File: src/rtl/sccb_slave_rx.sv
// sccb_slave_rx: SCCB/I2C write responder that ACKs its device address and emits register write pairs
module sccb_slave_rx #(
   parameter logic [6:0] DEV_ADDR    = 7'h21,
   parameter int         SYNC_STAGES = 2
) (
   input  logic       clk,
   input  logic       reset,
   input  logic       scl_in,
   input  logic       sda_in,
   output logic       sda_oe,
   output logic [7:0] reg_addr,
   output logic [7:0] reg_data,
   output logic       wr_valid,
   output logic       busy,
   output logic       addr_nack
);
   typedef enum logic [2:0] {IDLE, DEVADR, REGADR, DATA, ACK, IGNORE} state_t;
   state_t state_q, state_d, ret_q, ret_d;
   logic [SYNC_STAGES:0] scl_q, scl_d, sda_q, sda_d;
   logic [2:0] bitcnt_q, bitcnt_d;
   logic [7:0] shift_q, shift_d, reg_addr_q, reg_addr_d, reg_data_q, reg_data_d, byte_w;
   logic ack_ph_q, ack_ph_d, more_q, more_d, sda_oe_q, sda_oe_d;
   logic wr_valid_q, wr_valid_d, busy_q, busy_d, addr_nack_q, addr_nack_d;
   logic scl_s, scl_p, sda_s, sda_p, scl_rise, scl_fall, start, stop;
   // the extra top stage of each chain holds the previous synchronised sample for edge detection
   assign scl_s    = scl_q[SYNC_STAGES-1];
   assign scl_p    = scl_q[SYNC_STAGES];
   assign sda_s    = sda_q[SYNC_STAGES-1];
   assign sda_p    = sda_q[SYNC_STAGES];
   assign scl_rise = scl_s & ~scl_p;
   assign scl_fall = ~scl_s & scl_p;
   assign start    = scl_s & scl_p & sda_p & ~sda_s;
   assign stop     = scl_s & scl_p & ~sda_p & sda_s;
   assign byte_w   = {shift_q[6:0], sda_s};
   assign sda_oe    = sda_oe_q;
   assign reg_addr  = reg_addr_q;
   assign reg_data  = reg_data_q;
   assign wr_valid  = wr_valid_q;
   assign busy      = busy_q;
   assign addr_nack = addr_nack_q;
   // next-state: START/STOP override everything, ACK spans two SCL falls, bytes complete on the 8th rise
   always_comb begin
      scl_d       = {scl_q[SYNC_STAGES-1:0], scl_in};
      sda_d       = {sda_q[SYNC_STAGES-1:0], sda_in};
      state_d     = state_q;
      ret_d       = ret_q;
      bitcnt_d    = bitcnt_q;
      shift_d     = shift_q;
      ack_ph_d    = ack_ph_q;
      more_d      = more_q;
      sda_oe_d    = sda_oe_q;
      reg_addr_d  = reg_addr_q;
      reg_data_d  = reg_data_q;
      wr_valid_d  = 1'b0;
      addr_nack_d = 1'b0;
      busy_d      = busy_q;
      if (start) begin
         state_d  = DEVADR;
         bitcnt_d = 3'd0;
         busy_d   = 1'b1;
         sda_oe_d = 1'b0;
         ack_ph_d = 1'b0;
         more_d   = 1'b0;
      end else if (stop) begin
         state_d  = IDLE;
         busy_d   = 1'b0;
         sda_oe_d = 1'b0;
      end else if (state_q == ACK) begin
         if (scl_fall) begin
            sda_oe_d = ~ack_ph_q;
            ack_ph_d = ~ack_ph_q;
            state_d  = ack_ph_q ? ret_q : ACK;
            bitcnt_d = 3'd0;
         end
      end else if (scl_rise && (state_q == DEVADR || state_q == REGADR || state_q == DATA)) begin
         shift_d  = byte_w;
         bitcnt_d = bitcnt_q + 3'd1;
         if (bitcnt_q == 3'd7) begin
            ack_ph_d = 1'b0;
            ret_d    = (state_q == DEVADR) ? REGADR : DATA;
            state_d  = (state_q == DEVADR && byte_w != {DEV_ADDR, 1'b0}) ? IGNORE : ACK;
            addr_nack_d = (state_q == DEVADR && byte_w != {DEV_ADDR, 1'b0});
            if (state_q == REGADR) reg_addr_d = byte_w;
            if (state_q == DATA) begin
               reg_data_d = byte_w;
               reg_addr_d = more_q ? reg_addr_q + 8'd1 : reg_addr_q;
               more_d     = 1'b1;
               wr_valid_d = 1'b1;
            end
         end
      end
   end
   // state register; synchronisers preset to an idle (high) bus
   always_ff @(posedge clk or negedge reset) begin
      if (!reset) begin
         scl_q       <= '1;
         sda_q       <= '1;
         state_q     <= IDLE;
         ret_q       <= IDLE;
         bitcnt_q    <= '0;
         shift_q     <= '0;
         ack_ph_q    <= 1'b0;
         more_q      <= 1'b0;
         sda_oe_q    <= 1'b0;
         reg_addr_q  <= '0;
         reg_data_q  <= '0;
         wr_valid_q  <= 1'b0;
         busy_q      <= 1'b0;
         addr_nack_q <= 1'b0;
      end else begin
         scl_q       <= scl_d;
         sda_q       <= sda_d;
         state_q     <= state_d;
         ret_q       <= ret_d;
         bitcnt_q    <= bitcnt_d;
         shift_q     <= shift_d;
         ack_ph_q    <= ack_ph_d;
         more_q      <= more_d;
         sda_oe_q    <= sda_oe_d;
         reg_addr_q  <= reg_addr_d;
         reg_data_q  <= reg_data_d;
         wr_valid_q  <= wr_valid_d;
         busy_q      <= busy_d;
         addr_nack_q <= addr_nack_d;
      end
   end
endmodule

File: config.mk
export PLATFORM = sky130hd
export DESIGN_NAME = sccb_slave_rx
export DESIGN_NICKNAME = d
export VERILOG_FILES = /design/src/rtl/sccb_slave_rx.sv
export SDC_FILE = /design/constraint.sdc
export NUM_CORES = 1
export LEC_CHECK = 0
export CAP_MARGIN = 30
export CORE_MARGIN = 2
export CORE_UTILIZATION = 35
export CTS_BUF_LIST = sky130_fd_sc_hd__clkbuf_4 sky130_fd_sc_hd__clkbuf_8
export CTS_CLUSTER_SIZE = 16
export DETAILED_ROUTE_END_ITERATION = 16
export GPL_ROUTABILITY_DRIVEN = 0
export PLACE_DENSITY = 0.59
export REMOVE_ABC_BUFFERS = 1
export SLEW_MARGIN = 20
export SYNTH_ARGS = -nofsm -noshare
export SYNTH_HDL_FRONTEND = slang
export SYNTH_SLANG_ARGS = --single-unit
File: constraint.sdc
create_clock -name clk -period 2.35 [get_ports clk]
set_clock_uncertainty 0.1 [all_clocks]
set_input_delay 0.47 -clock clk [delete_from_list [all_inputs] [get_ports clk]]
set_output_delay 0.47 -clock clk [all_outputs]
set_load 0.1 [all_outputs]
==> impl_results.md <==
* H-tree levels at 2
* Initial core utilization at 0.3606
* Fin crit period at 1.874 ns
* Sink Count at 43
* Vias in the first global route at roughly 1.4k
* Antenna-violating nets left at 0
* Antenna violations before repair at 0
* Vias at 1356
* Worst Setup End Kind: flop
* RR Endpoint: reg_data[6]
* Clk_lat worst skew at 0.30 ns
* #FFs+latches synth at 43
* Peak VDD IR at 0.0003210 V
* Post-CTS Hold Fix Bufs at 0
* Hold WS at about 0.14 ns
* Compound-Gate Fraction of Synth Area at 0.09956
* Crit path DAT at 1.96 ns
* Leakage power at about 1.1 nW
* Most common flop cell mapped by yosys: dfrtp_1
* Pins Over Slew Limit at 0
* Final Routed Wirelength at 3990 um
* Main combinational cell family by area after synthesis: simple AND/OR/NAND/NOR gates
* First-pass DRT Iterations at 4
* Tcrit/Tclk final at 0.7975
* Max Buffers Root-to-Sink at 2
* Syn Inst Count at ~160
* Worst EP required at 2.43 ns
* Fraction of layout cells with a size suffix above 1 at 0.3245
* Wire length of the first global-routing pass at 6706 um
* Syn. warnings at 0
* Post-CTS resize count at 0
* Sequential cell area fraction in the yosys report at 0.5457
* Antenna Cells at 0
* Final hold vios at 0
* Endpoints failing setup at 0
* DRC at 0
* Synth area leaders: dfrtp_1 47%, dfstp_2 7.9%, mux2_4 6.8%
* Worst-path clk slew at around 0.08 ns
* Yosys top cell by area: dfrtp_1
* Largest net degree at the start of global routing at 44
* Most common cell in the synthesized netlist: dfrtp_1
* Reg2Reg Launch Point: bitcnt_q[0]
* Worst slew pin tran at 0.5478 ns
* WL/cell at roughly 15 um
* I/O pin cnt at 24
* Number of flops mapped to enable cells by yosys at 0
* CTS buffer count at 5
* Max-slew headroom at 0.6348
* Gr ovfl total at 0
* Synth Area in Simple Gates at 0.1802
* Reg2reg setup slack at around 0.48 ns
* Post-CTS Setup Inserts at 0
* Post-synthesis mux area share at 0.1178
* CTS tree: yes
* Avg Vias per Cell at 5.215
* CORE AREA at between 0.005 and 0.006 mm^2
* NumNets Final at 195
* Unrepaired setup endpoints after global routing: no
* HP Class: in2async
* Mapped Area at between 0.0015 and 0.002 mm^2
* R2r worst-path depth at 6
* Die width at 79.32 um
* GR Util All Layers at 0.1394
* Post-Synth Adder-Cell Area at 0.01890
* Die area at 0.006292 mm^2
* Synth Area in XOR/XNOR at 0.004411
* Die Ht at between 70 and 80 um
* Count of cell types in the netlist at between 40 and 50
* Core Rows at 27
* Mean Syn Cell Area at roughly 12 um^2
* Top-area cell type share of the netlist area at 0.4663
* CP Class: reg2reg
* CP max FO at 10
* Area grow syn2layout at 17.08%
* Dpl hpwl at 2805 um
* Max-cap violations at 0
* Synth cell count leaders: 37 x dfrtp_1, 17 x nand2_1, 11 x nand3_1
* Sum Neg Setup Slack at 0 ns
* Status: complete, no violations
* P per Cell Area at 798.8 mW/mm^2
* Async S/R FF share, synth at 1.000
* PortBufs at 23
* Worst Setup Start Kind: flop
* Root buffer selected by CTS: clkbuf_8
* Drt initial violations at 90
* Fmax at 533.6 MHz
[through the flow]
step                total power, mW  cell area [um^2]    util  setup slack [ns]  cells
floorplan                     1.193              1938       -            0.4301    156
global placement              1.291              2218  0.4029            0.5233    253
detailed placement            1.306              2218  0.4029            0.4841    253
CTS                           1.876              2325  0.4222            0.4719    260
global route                  1.957              2325  0.4222            0.3806    260
finish                        1.857              2325  0.4222            0.4759    260
[final cells by class]
type / instances / area [um^2]
Clock buffer: 6 / 76.32
Timing Repair Buffer: 25 / 190.2
Inverter: 5 / 18.77
Tap cell: 72 / 90.09
Clock inverter: 1 / 30.03
Multi-Input combinational cell: 108 / 835.8
Fill cell: 528 / 3182
Sequential cell: 43 / 1084
[logic make-up after synthesis]
logic type / Yosys count
mux: 18
compound gates: 29
xor+xnor: 1
fa+ha+maj: 3
simple gates: 57
flops: 43
buf+inv: 11
[critical path, stage by stage (launching register included)]
cell and delay, ns:
dfrtp_1 0.41, ha_1 0.21, ha_1 0.17, and4bb_2 0.26
and2_4 0.19, nand2_8 0.11, mux2_4 0.31
[how the worst max path moves through the flow]
stage                            from     endpoint  slack [ns]  cells past startpoint
after CTS                 bitcnt_q[0]  reg_data[6]        0.47                      6
final                     bitcnt_q[0]  reg_data[6]        0.48                      6
after floorplan           reg_addr[2]  reg_addr[7]        0.43                      4
after global placement    bitcnt_q[0]  reg_data[2]        0.52                      6
after detailed placement  bitcnt_q[0]  reg_data[6]        0.48                      6
after global routing      bitcnt_q[0]  reg_addr[2]        0.38                      6
[flip-flops by register name, summed over array words and instances, names as in the netlist]
register	flops
reg_addr	8
wr_valid	1
state_q	3
bitcnt_q	3
ret_q	2
busy	1
shift_q	7
scl_q	3
sda_q	3
sda_oe	1
ack_ph_q	1
reg_data	8
more_q	1
addr_nack	1
[where the power goes]
part	leakage [nW]	total (mW)	switching, mW	internal (mW)
sequential	0.565	0.924	0.102	0.823
combinational	0.530	0.366	0.222	0.144
clock	0.0547	0.567	0.244	0.323
[layer usage]
layer / part of all wire / up-vias / global-route usage
li1: - / 640 / -
met5: 0 / - / 0
met3: 0.034 / 10 / 0.03750
met1: 0.46 / 672 / 0.1782
met4: 0.029 / 0 / 0.08621
met2: 0.48 / 34 / 0.2093
[layout by cell type, fill, tap and decap left out, types with 2 or more instances in the layout]
| cell | n |
|---|---|
| ha_1 | 3 |
| mux2i_1 | 2 |
| a31oi_1 | 2 |
| o22ai_1 | 3 |
| a22oi_1 | 2 |
| nand3_1 | 11 |
| nor2_1 | 6 |
| a21oi_1 | 4 |
| nand2b_1 | 2 |
| dfstp_2 | 6 |
| mux2_2 | 7 |
| nand2_1 | 17 |
| a22o_1 | 2 |
| clkdlybuf4s50_1 | 2 |
| dfrtp_1 | 37 |
| o21ai_0 | 5 |
| clkbuf_8 | 5 |
| or4b_1 | 2 |
| o21ai_1 | 2 |
| nand4b_1 | 2 |
| and3_1 | 2 |
| mux2_4 | 9 |
| a2bb2oi_1 | 4 |
| inv_1 | 5 |
| buf_4 | 22 |
Note: power is estimated with default switching activity, not from simulation.
